### src/rtl/bus_burst_master.sv
// Bus test master. Requests the shared bus and presents an address. It then runs
// a read or write burst of 1..MAX_BURST beats, honouring slave wait mid-burst.
// Read beats land in a small buffer that can be inspected through debug_sel/debug_out.
module bus_burst_master #(
  parameter int BUS_WIDTH      = 32,
  parameter int CTRL_WIDTH     = 8,
  parameter int MAX_BURST_LOG2 = 3,
  parameter int TIMEOUT        = 64
) (
  input  logic                      clk,
  input  logic                      rst,
  input  logic                      en,
  input  logic                      we_in,
  input  logic [BUS_WIDTH-1:0]      addr_in,
  input  logic [2:0]                burst_sel,
  input  logic [BUS_WIDTH-1:0]      wdata_base,
  input  logic                      ready_in,
  input  logic                      ack,
  output logic                      req,
  input  logic [BUS_WIDTH-1:0]      bus_in,
  output logic [BUS_WIDTH-1:0]      bus_out,
  input  logic [CTRL_WIDTH-1:0]     ctrl_in,
  output logic [CTRL_WIDTH-1:0]     ctrl_out,
  output logic                      busy,
  output logic                      done,
  output logic                      timeout,
  input  logic [MAX_BURST_LOG2-1:0] debug_sel,
  output logic [7:0]                debug_out
);

  localparam int MAX_BURST = 1 << MAX_BURST_LOG2;
  localparam int CW        = MAX_BURST_LOG2;
  localparam int TW        = (TIMEOUT > 2) ? $clog2(TIMEOUT) : 1;

  typedef enum logic [2:0] {
    S_IDLE, S_REQ, S_ADDR, S_SWAIT, S_WRITE, S_READ, S_FINISH
  } state_e;

  // Everything captured at start; held stable for the whole burst.
  typedef struct packed {
    logic                 we;
    logic [2:0]           code;
    logic [BUS_WIDTH-1:0] addr;
    logic [BUS_WIDTH-1:0] base;
  } cmd_t;

  state_e               state_q, state_d;
  cmd_t                 cmd_q, cmd_d;
  logic [CW-1:0]        cnt_q, cnt_d;
  logic [TW-1:0]        to_q, to_d;
  logic                 timeout_q, timeout_d;
  logic                 req_q, req_d;
  logic                 busy_q, busy_d;
  logic                 done_q, done_d;
  logic [BUS_WIDTH-1:0] bus_out_q, bus_out_d;
  logic [BUS_WIDTH-1:0] rbuf_q [MAX_BURST];
  logic                 rbuf_we;

  logic                 slv_wait;
  logic [2:0]           code_clamped;
  logic [CW-1:0]        last_idx;
  logic                 to_expired;

  assign slv_wait     = ctrl_in[0];
  assign code_clamped = (burst_sel > 3'(MAX_BURST_LOG2)) ? 3'(MAX_BURST_LOG2) : burst_sel;
  // The clamp keeps the code <= MAX_BURST_LOG2, so beats-1 always fits the counter.
  assign last_idx     = CW'((32'd1 << cmd_q.code) - 32'd1);
  // to_q counts cycles already spent in the state, so TIMEOUT-1 marks the TIMEOUT-th cycle.
  assign to_expired   = (to_q == TW'(TIMEOUT - 1));

  // Next-state, latched command, beat counter and timeout bookkeeping.
  always_comb begin
    state_d   = state_q;
    cmd_d     = cmd_q;
    cnt_d     = cnt_q;
    to_d      = to_q;
    timeout_d = timeout_q;
    rbuf_we   = 1'b0;
    case (state_q)
      S_IDLE: begin
        if (en && ready_in) begin
          cmd_d.we   = we_in;
          cmd_d.code = code_clamped;
          cmd_d.addr = addr_in;
          cmd_d.base = wdata_base;
          timeout_d  = 1'b0;
          to_d       = '0;
          state_d    = S_REQ;
        end
      end
      S_REQ: begin
        // A grant on the final allowed cycle still wins over the abort.
        if (ack) begin
          state_d = S_ADDR;
          to_d    = '0;
        end else if (to_expired) begin
          state_d   = S_FINISH;
          timeout_d = 1'b1;
          to_d      = '0;
        end else begin
          to_d = to_q + TW'(1);
        end
      end
      S_ADDR: begin
        state_d = S_SWAIT;
        to_d    = '0;
      end
      S_SWAIT: begin
        if (!slv_wait) begin
          state_d = cmd_q.we ? S_WRITE : S_READ;
          to_d    = '0;
        end else if (to_expired) begin
          state_d   = S_FINISH;
          timeout_d = 1'b1;
          to_d      = '0;
        end else begin
          to_d = to_q + TW'(1);
        end
      end
      S_WRITE, S_READ: begin
        // Mid-burst wait only stalls; it never counts toward a timeout.
        if (!slv_wait) begin
          rbuf_we = (state_q == S_READ);
          if (cnt_q == last_idx) begin
            cnt_d   = '0;
            state_d = S_FINISH;
          end else begin
            cnt_d = cnt_q + CW'(1);
          end
        end
      end
      S_FINISH: state_d = S_IDLE;
      default:  state_d = S_IDLE;
    endcase
  end

  // Outputs are decoded from the next state so that the registered copies line up with the state register.
  always_comb begin
    req_d     = state_d inside {S_REQ, S_ADDR, S_SWAIT, S_WRITE, S_READ};
    busy_d    = (state_d != S_IDLE);
    done_d    = (state_d == S_FINISH);
    bus_out_d = '0;
    if (state_d == S_ADDR)  bus_out_d = cmd_d.addr;
    if (state_d == S_WRITE) bus_out_d = cmd_d.base + BUS_WIDTH'(cnt_d);
  end

  // State, command, counters, registered outputs and read buffer.
  always_ff @(posedge clk) begin
    if (rst) begin
      state_q   <= S_IDLE;
      cmd_q     <= '0;
      cnt_q     <= '0;
      to_q      <= '0;
      timeout_q <= 1'b0;
      req_q     <= 1'b0;
      busy_q    <= 1'b0;
      done_q    <= 1'b0;
      bus_out_q <= '0;
      for (int i = 0; i < MAX_BURST; i++) rbuf_q[i] <= '0;
    end else begin
      state_q   <= state_d;
      cmd_q     <= cmd_d;
      cnt_q     <= cnt_d;
      to_q      <= to_d;
      timeout_q <= timeout_d;
      req_q     <= req_d;
      busy_q    <= busy_d;
      done_q    <= done_d;
      bus_out_q <= bus_out_d;
      if (rbuf_we) rbuf_q[cnt_q] <= bus_in;
    end
  end

  assign req       = req_q;
  assign busy      = busy_q;
  assign done      = done_q;
  assign timeout   = timeout_q;
  assign bus_out   = bus_out_q;
  assign ctrl_out  = CTRL_WIDTH'({3'b000, cmd_q.code, cmd_q.we, 1'b0});
  assign debug_out = rbuf_q[debug_sel][7:0];

  // Only the low byte of each entry and ctrl bit 0 are observed; fold the rest away.
  logic ctrl_unused;
  logic rbuf_unused;
  assign ctrl_unused = ^ctrl_in[CTRL_WIDTH-1:1];
  // Reduction over the buffer bits that debug_out never shows.
  always_comb begin
    rbuf_unused = 1'b0;
    for (int i = 0; i < MAX_BURST; i++) rbuf_unused = rbuf_unused ^ (^rbuf_q[i][BUS_WIDTH-1:8]);
  end

endmodule
### config.mk
export PLATFORM = sky130hd
export DESIGN_NAME = bus_burst_master
export DESIGN_NICKNAME = d
export VERILOG_FILES = /design/src/rtl/bus_burst_master.sv
export SDC_FILE = /design/constraint.sdc
export NUM_CORES = 1
export LEC_CHECK = 0
export ABC_AREA = 1
export CAP_MARGIN = 20
export CORE_AREA = 3 3 172 107
export DETAILED_ROUTE_END_ITERATION = 10
export DIE_AREA = 0 0 175 110
export MAX_ROUTING_LAYER = met4
export PLACE_DENSITY = 0.79
export SKIP_CTS_REPAIR_TIMING = 1
export SLEW_MARGIN = 20
export SYNTH_ARGS = -nofsm -noshare
export SYNTH_HDL_FRONTEND = slang
export SYNTH_SLANG_ARGS = --single-unit
### constraint.sdc
create_clock -name clk -period 4.1 [get_ports clk]
set_input_delay 0.41 -clock clk [delete_from_list [all_inputs] [get_ports clk]]
set_output_delay 0.41 -clock clk [all_outputs]
set_load 0.01 [all_outputs]
==> metrics.yaml, run 1 <==
arrival_ns: 3.97
drcViolationCount: 0
grt_antenna_before_repair: 1
p_clk_share_pct: 39.3
clock_latency_ns: 0.42
p_comb_share_pct: 13.6
switching_power_mw: 1.14
crit_fanout: 5
drv_cap: 0
seq_power_share_pct: 47.0
gr-total-overflow: 0
maxSlewHeadroom_pct: 31.8
die_x_um: 175
vias_per_cell: 5.33
drtAntennaViolNets: 0
layout-drive-gt1-share_pct: 7.00
power_mw: 4.14
synth_edf_count: 64
worst_pin_slew_ns: 1.02
synthFlopType: "dfxtp_1"
final_common_cell: "nand2_1"
cts_sinks: 180
post-route-min-period_ns: 3.60
cts-buffers-inserted: 17
max_freq_ghz: 0.278
detail_route.wl_per_cell_um: 15.9
cts_tree: "done"
slew_viol_final: 0
dieHeight_um: 110
rows: 37
whs_ns: 0.473
synth_cells: 1189
setup-tns-final_ns: 0
top_usage_layer: "met1"
clock_skew_ns: 0.0177
cp-start-kind: "register"
core_mm2: 0.0169
syn_to_final_growth_pct: 23.4
num-nets-final: 1425
p_leak_nw: 4.57
ys_ff_latch: 180
internal_power_mw: 3.00
initial_core_util_pct: 51.6
cts.htree.levels: 4
dieArea_mm2: 0.0193
rsz0062_at_grt: "false"
synth_area_mm2: 0.00874
grtUsageMet3_pct: 5.92
gr-usage-all-layers_pct: 26.7
fillers: 1497
firstDrtPassIters: 6
p_per_area_mw_per_mm2: 384
clockBufferDepth: 2
gp_congestion: 0.966
drt_iter0_drc: 1034
yosysSeqAreaShare_pct: 48.6
worstPathRequired_ns: 4.47
cts.clk_slew.worst_paths_ns: 0.07
ios: 168
path_class: "register to register"
min_period_over_period_pct: 87.8
cts_root_buf: "clkbuf_16"
ys_async_sr_fraction_pct: 0
vdd_drop_max_uv: 348
yosysWarnings: 0
setup_viol: 0
grt_pass1_wl_um: 39100
routed_wl_um: 24700
end_kind: "register"
status: "finished, final reports clean"
io_buffers: 132
sw_frac_of_total_pct: 27.6
finalWorstSetupSlack_ns: 0.499
pre_cts_ws_ns: 0.595
hp-class: "register to register"
post-dp-hpwl_um: 17800
final_hold_viol_count: 0
num_vias: 8263
layout_common_cells: "nand2_1 (329), nor2_1 (261), clkdlybuf4s50_1 (132)"
use_met2_pct: 34.8
final_core_util_pct: 63.6
grt_max_degree: 53
met1_usage_pct: 41.2
ys_types: 37
grt_pass1_vias: 7297
post_synth.cell_area_avg_um2: 7.35
## routing by layer
metal | routed length [um] | vias up | part of all wire [%]
met1 | 11700 | 3765 | 47
met4 | 316 | 0 | 1.3
met3 | 3010 | 26 | 12
met2 | 9670 | 455 | 39
met5 | 0 | - | 0
li1 | - | 4017 | -
## Yosys cell counts (7+ instances only)
cell / n / area (um^2)
edfxtp_1: 64 / 1920
nor2_2: 9 / 56.3
nand4_1: 7 / 43.8
nand3_1: 65 / 325
o22ai_1: 8 / 50.1
inv_1: 74 / 278
inv_2: 7 / 26.3
a211oi_1: 8 / 60.1
xor2_1: 15 / 131
buf_4: 12 / 90.1
a21oi_1: 20 / 100
nand2_2: 18 / 113
nand2_1: 329 / 1230
nor2_1: 263 / 987
a31oi_1: 9 / 56.3
clkbuf_1: 28 / 105
o21ai_0: 83 / 415
nor3_1: 12 / 60.1
dfxtp_1: 116 / 2320
buf_2: 11 / 55.1
## state kept, by name, indices dropped and copies added (netlist names), 3 cells and up
signal    count
bus_out      32
cmd_q        64
cnt_q         3
ctrl_out      4
rbuf_q       64
state_q       3
to_q          6
## final cells by class
class / count / area [um^2] / share of cell area (%)
multi-input cells: 876 / 3920 / 36.3
clock inverters: 15 / 168 / 1.56
inverters: 81 / 304 / 2.82
clock buffers: 17 / 425 / 3.95
repair buffers: 146 / 1430 / 13.2
diodes: 1 / 2.50 / 0.0232
well taps: 234 / 293 / 2.72
flip-flops and latches: 180 / 4240 / 39.4
## power groups by stage
stage / registers [mW] / logic [mW] / clock network, mW
floorplan: 1.98 / 0.336 / 0
global placement: 1.98 / 0.541 / 0
finish: 1.95 / 0.564 / 1.63
global route: 1.96 / 0.625 / 1.71
CTS: 1.95 / 0.556 / 1.64
detailed placement: 1.99 / 0.552 / 0
## cells by family after synthesis
family	after synthesis	synth area share [%]
XOR/XNOR	18	1.80
buffers and inverters	136	6.79
other	1	0.0429
AO/OA/AOI/OAI	131	8.04
AND/OR/NAND/NOR	716	33.7
adder cells (fa/ha/maj)	7	1.09
flip-flops	180	48.6
## critical path, cell delays in order, from the launching register on
cell and delay [ns]:
dfxtp_1 0.31, inv_1 0.13, nand3_1 0.13, ha_1 0.31, xor2_1 0.15, a21boi_0 0.45
nand4_1 0.20, inv_1 0.10, or2_2 0.12, inv_1 0.04, ha_1 0.36, nand2_1 0.08
nand2_1 0.07, nand2_2 0.08, nor2_2 0.25, nand2_1 0.16, nor2_1 0.23, xor2_1 0.20
nand3_1 0.10, nand2_1 0.08
## final timing paths
path / end / slack, ns / startpoint / cells after the start
max: bus_out[16] / 0.50 / ctrl_out[3] / 19
min: cmd_q[2] / 0.47 / cmd_q[2] / 2
max reg2reg: bus_out[16] / 0.50 / ctrl_out[3] / 19
min reg2reg: cmd_q[2] / 0.47 / cmd_q[2] / 2
## stage by stage
stage,area (um^2),cells
global route,10800,1550
CTS,10800,1549
floorplan,8750,1192
detailed placement,10200,1517
global placement,10200,1517
finish,10800,1550
No activity file was read; power rests on OpenSTA's default activity.
==> run 2: changes to the inputs <==
--- a/config.mk
+++ b/config.mk
@@ -7,12 +7,13 @@
 export LEC_CHECK = 0
 export ABC_AREA = 1
 export CAP_MARGIN = 20
-export CORE_AREA = 3 3 172 107
+export CORE_AREA = 3 3 181 112
 export DETAILED_ROUTE_END_ITERATION = 10
-export DIE_AREA = 0 0 175 110
+export DIE_AREA = 0 0 184 115
 export MAX_ROUTING_LAYER = met4
-export PLACE_DENSITY = 0.79
+export PLACE_DENSITY = 0.75
 export SKIP_CTS_REPAIR_TIMING = 1
+export SKIP_LAST_GASP = 1
 export SLEW_MARGIN = 20
 export SYNTH_ARGS = -nofsm -noshare
 export SYNTH_HDL_FRONTEND = slang
==> constraint.sdc (replaced) <==
create_clock -name clk -period 2.9 [get_ports clk]
set_input_delay 0.29 -clock clk [delete_from_list [all_inputs] [get_ports clk]]
set_output_delay 0.29 -clock clk [all_outputs]
set_load 0.01 [all_outputs]
==> run 2 against run 1 <==
Net effect: the flow now finishes with violations (negative setup slack); combinational power is 55% higher; sequential share of layout area is 1.9 points lower; utilization is 3.4 points lower; worst hold slack worse by 0.015 ns; clock power is 36% higher; routed wire length is 7.5% higher; via count is 2.5% higher; sequential cell count stayed put; non-clock buffer count is 40 higher; first-iteration DRC count is 18% lower; clock skew is 0.0064 ns lower; largest power group unchanged.
==> metrics.yaml, run 2 (synthesized netlist as in run 1, its figures left out) <==
finalWorstSetupSlack_ns: -0.0687  # -0.567 ns
rows: 39  # +5.4%
routed_wl_um: 26600  # +7.5%
die_x_um: 184  # +5.1%
violations: "negative setup slack"
end_kind: "register"
cp_cell_sequence: "inv_4 > nand3_4 > ha_4 > xor2_1 > a21boi_4 > nand4_1 > inv_1 > or2_4 > inv_2 > ha_4 > nand3_2 > nand2_2 > nand2_4 > nor2_4 > nand2_2 > nor2_4 > nand2_2 > xor2_2 > nand2_1 > nand2_1"
hp-class: "primary input to register"
core_mm2: 0.0188  # +11%
num_vias: 8467  # +2.5%
cts-buffers-inserted: 17  # unchanged
syn_to_final_growth_pct: 29.8
io_buffers: 132  # unchanged
drtAntennaViolNets: 0  # unchanged
clock_latency_ns: 0.44  # +0.02 ns
drcViolationCount: 0  # unchanged
p_leak_nw: 4.84  # +5.9%
post-route-min-period_ns: 2.97  # -0.633 ns
drt_iter0_drc: 850  # -18%
grt_max_degree: 40  # -25%
slowest_stage: "dfxtp_2"
num-nets-final: 1465  # +2.8%
grt_antenna_before_repair: 0  # -1
clock_skew_ns: 0.0113  # -0.00640 ns
initial_core_util_pct: 46.4  # -5.2 points
power_mw: 5.85  # +41%
gr-usage-all-layers_pct: 25.8  # -0.91 points
max_freq_ghz: 0.337  # +21%
cts_root_buf: "clkbuf_16"
grt_pass1_wl_um: 41200  # +5.5%
gp_congestion: 0.939  # -2.8%
gr-total-overflow: 0  # unchanged
layout_common_cells: "nand2_1 (319), nor2_1 (257), clkdlybuf4s50_1 (132)"
fillers: 1636  # +9.3%
rsz0062_at_grt: "true"
ios: 168  # unchanged
slew_viol_final: 0  # unchanged
detail_route.wl_per_cell_um: 16.6  # +4.1%
drv_cap: 0  # unchanged
p_per_area_mw_per_mm2: 516  # +34%
layout-drive-gt1-share_pct: 13.1  # +6.1 points
cts_sinks: 180  # unchanged
cpMostUsedCell: "nand2_2"
worst_pin_slew_ns: 0.843  # -0.174 ns
hold_depth: 3  # +1
cts_tree: "done"
crit_fanout: 6  # +1
arrival_ns: 3.30  # -0.67 ns
dieHeight_um: 115  # +4.5%
vdd_drop_max_uv: 298  # -14%
slowest_delay_ns: 0.34  # -0.11 ns
grt_pass1_vias: 7707  # +5.6%
clockBufferDepth: 2  # unchanged
numPlacedInstances: 1560  # +2.8%
path_class: "register to register"
status: "finished with violations"
dieArea_mm2: 0.0212  # +9.9%
min_period_over_period_pct: 102  # +15 points
reg2reg_depth: 20  # +1
cp-start-kind: "register"
final_common_cell: "nand2_1"
maxSlewHeadroom_pct: 43.5  # +12 points
firstDrtPassIters: 5  # -1
vias_per_cell: 5.29  # -0.80%
post-dp-hpwl_um: 18900  # +6.0%
num_antenna_cells: 0  # -1
final_cells: 1601  # +3.3%
cts.htree.levels: 4  # unchanged
cts.clk_slew.worst_paths_ns: 0.08  # about the same
pre_cts_ws_ns: -0.223  # -0.818 ns
setup_viol: 7  # +7
worstPathRequired_ns: 3.23  # -1.24 ns
final_hold_viol_count: 0  # unchanged
[run 2: layout make-up]
cell class,count,area [um^2],share of cell area (%)
multi-input cells,876,4170,36.8
flip-flops and latches,180,4250,37.5
repair buffers,186,1740,15.3
clock buffers,20,467,4.12
clock inverters,12,92.6,0.817
inverters,81,312,2.75
well taps,246,308,2.71
[run 2: power by group]
| group | internal [mW] | total (mW) | leakage, nW | switching [mW] |
|---|---|---|---|---|
| sequential | 2.72 | 2.76 | 1.61 | 0.0391 |
| combinational | 0.340 | 0.872 | 2.95 | 0.532 |
| clock | 1.18 | 2.22 | 0.280 | 1.04 |
[run 2: worst paths after layout]
path | from | to | slack, ns
setup / recovery | ctrl_out[4] | bus_out[17] | -0.07
hold / removal | addr_in[12] | cmd_q[44] | 0.46
setup reg to reg | ctrl_out[4] | bus_out[17] | -0.07
hold reg to reg | cmd_q[0] | cmd_q[0] | 0.47
[run 2: per-stage QoR]
stage                     setup TNS, ns  area [um^2]  hold slack [ns]  utilization [%]
final                            -0.256        11300            0.459             60.2
after detailed placement          -3.44        10400            0.460             55.5
after global routing              -2.58        11300            0.465             60.2
after floorplan                       0         8750            0.444                -
after global placement            -1.03        10400            0.456             55.5
after CTS                         -3.79        11000            0.450             58.4
[run 2: worst max-delay path, delay by kind of cell (launching register included)]
| family | cells | cell delay [ns] |
|---|---|---|
| adders and majority gates | 2 | 0.56 |
| AOI/OAI and AO/OA | 1 | 0.21 |
| xor gates and xnor gates | 2 | 0.30 |
| and+or+nand+nor | 12 | 1.26 |
| DFF | 1 | 0.34 |
| buffers and inverters | 3 | 0.20 |
[run 2: metal layers]
| metal | part of all wire, % | vias to the layer above | GRT usage [%] |
|---|---|---|---|
| met5 | 0 | - | - |
| met1 | 48 | 3912 | 39.0 |
| met3 | 10 | 35 | 6.07 |
| met2 | 41 | 420 | 34.5 |
| met4 | 1.4 | 0 | 5.84 |
| li1 | - | 4100 | - |
==> run 3: changes to the inputs <==
--- a/config.mk
+++ b/config.mk
@@ -7,11 +7,11 @@
 export LEC_CHECK = 0
 export ABC_AREA = 1
 export CAP_MARGIN = 20
-export CORE_AREA = 3 3 181 112
+export CORE_AREA = 3 3 184 114
 export DETAILED_ROUTE_END_ITERATION = 10
-export DIE_AREA = 0 0 184 115
+export DIE_AREA = 0 0 187 117
 export MAX_ROUTING_LAYER = met4
-export PLACE_DENSITY = 0.75
+export PLACE_DENSITY = 0.73
 export SKIP_CTS_REPAIR_TIMING = 1
 export SKIP_LAST_GASP = 1
 export SLEW_MARGIN = 20
==> run 3 against run 2 <==
Net effect: the run still ends with negative setup slack left; critical path depth down 1; cell area up 0.96%; utilization down 0.50 points; critical path type unchanged.
==> metrics.yaml, run 3 (synthesized netlist as in run 1, its figures left out) <==
vias_per_cell: 5.16  # -2.4%
clock_latency_ns: 0.45  # about the same
vdd_drop_max_uv: 464  # +56%
drtAntennaViolNets: 0  # unchanged
setup_viol: 16  # +9
cts_tree: "done"
detail_route.wl_per_cell_um: 16.5  # -0.62%
routed_wl_um: 26900  # +1.2%
whs_ns: 0.263  # -0.196 ns
rsz0062_at_grt: "true"
cts_sinks: 180  # unchanged
dieHeight_um: 117  # +1.7%
post-dp-hpwl_um: 19300  # +2.4%
maxSlewHeadroom_pct: 59.8  # +16 points
clockBufferDepth: 2  # unchanged
numPlacedInstances: 1595  # +2.2%
grt_antenna_before_repair: 0  # unchanged
power_mw: 6.01  # +2.6%
regArea_mm2: 0.00425  # unchanged
final_common_cell: "nand2_1"
cp-start-kind: "register"
dieArea_mm2: 0.0219  # +3.4%
clock_skew_ns: 0.0125  # +0.00118 ns
die_x_um: 187  # +1.6%
cts.htree.levels: 4  # unchanged
layout_common_cells: "nand2_1 (316), nor2_1 (259), clkdlybuf4s50_1 (131)"
ios: 168  # unchanged
drv_cap: 0  # unchanged
crit_fanout: 6  # unchanged
core_mm2: 0.0192  # +1.8%
drt_iter0_drc: 929  # +9.3%
violations: "negative setup slack"
p_per_area_mw_per_mm2: 525  # +1.6%
num_antenna_cells: 0  # unchanged
final_hold_viol_count: 0  # unchanged
grt_pass1_vias: 7529  # -2.3%
firstDrtPassIters: 5  # unchanged
hp-class: "primary input to register"
cts-buffers-inserted: 17  # unchanged
worstPathRequired_ns: 3.23  # about the same
io_buffers: 132  # unchanged
rows: 39  # unchanged
path_class: "register to register"
arrival_ns: 3.39  # +0.09 ns
final_cells: 1631  # +1.9%
layout-drive-gt1-share_pct: 13.4  # +0.27 points
gp_congestion: 0.947  # +0.84%
grt_pass1_wl_um: 41300  # about the same
drcViolationCount: 0  # unchanged
post-route-min-period_ns: 3.06  # +0.0877 ns
slew_viol_final: 0  # unchanged
end_kind: "register"
gr-usage-all-layers_pct: 25.2  # -0.55 points
syn_to_final_growth_pct: 31.0
grt_max_degree: 35  # -13%
max_freq_ghz: 0.327  # -2.9%
initial_core_util_pct: 45.6  # -0.83 points
status: "finished with violations"
cts_root_buf: "clkbuf_16"
worst_pin_slew_ns: 0.599  # -0.244 ns
cts.clk_slew.worst_paths_ns: 0.07  # about the same
num-nets-final: 1475  # +0.68%
num_vias: 8415  # -0.61%
p_leak_nw: 4.88  # +0.90%
multiInputGateArea_mm2: 0.00414  # -0.75%
gr-total-overflow: 0  # unchanged
min_period_over_period_pct: 105  # +3.0 points
finalWorstSetupSlack_ns: -0.156  # -0.0877 ns
fillers: 1706  # +4.3%
## run 3: changes by cell type in the layout (fill, tap and decap cells not counted), sizes merged
cell / delta
bufinv: +2
clkdlybuf4s50: -1
clkbuf: -3
clkinvlp: +2
inv: -1
buf: +11
## run 3: area by class of cell
cell class              count  area share (%)
inverters                  81            2.74
well taps                 266            2.91
clock inverters            15            1.51
clock buffers              17            3.72
flip-flops and latches    180            37.1
multi-input cells         876            36.2
repair buffers            196            15.8
## run 3: stage by stage
step | setup WS (ns) | area, um^2 | utilization (%) | TNS [ns]
3_5_place_dp | -0.261 | 10600 | 55.2 | -4.26
5_1_grt | -0.283 | 11400 | 59.7 | -4.08
6_report | -0.156 | 11400 | 59.7 | -1.06
4_1_cts | -0.291 | 11200 | 58.3 | -5.38
2_1_floorplan | 0.0434 | 8750 | - | 0
3_3_place_gp | -0.0995 | 10600 | 55.2 | -0.713
## run 3: routing by layer
layer | part of all wire, % | GRT usage (%) | vias to the layer above
li1 | - | - | 4111
met1 | 50 | 38.2 | 3905
met2 | 39 | 33.1 | 362
met3 | 9.0 | 6.25 | 37
met4 | 1.3 | 6.14 | 0
met5 | 0 | - | -
## run 3: worst paths after layout
kind                            cells after the start   startpoint  slack, ns     endpoint
worst max-delay path                               19  ctrl_out[2]      -0.16  bus_out[21]
worst min-delay path                                2          rst       0.26     cmd_q[3]
worst max register to register                     19  ctrl_out[2]      -0.16  bus_out[21]
worst min register to register                      2     cmd_q[0]       0.48     cmd_q[0]
## run 3: power breakdown
part	total (mW)	internal (mW)	switching, mW
Clock	2.38	1.29	1.08
Sequential	2.76	2.72	0.0396
Combinational	0.872	0.339	0.533
Total	6.01	4.35	1.65
## run 3: critical path, cell delays in order, from the launching register on
cell	delay, ns
dfxtp_4	0.37
inv_4	0.07
nand3_4	0.07
ha_4	0.27
xor2_1	0.16
a21boi_4	0.23
nand4_1	0.16
inv_1	0.10
or2_4	0.13
inv_2	0.04
ha_4	0.29
nand3_2	0.08
nand2_2	0.08
nand2_2	0.07
nor2_4	0.15
nand2_2	0.09
nor2_4	0.23
nand4_1	0.14
nand3_2	0.14
nand2_1	0.07
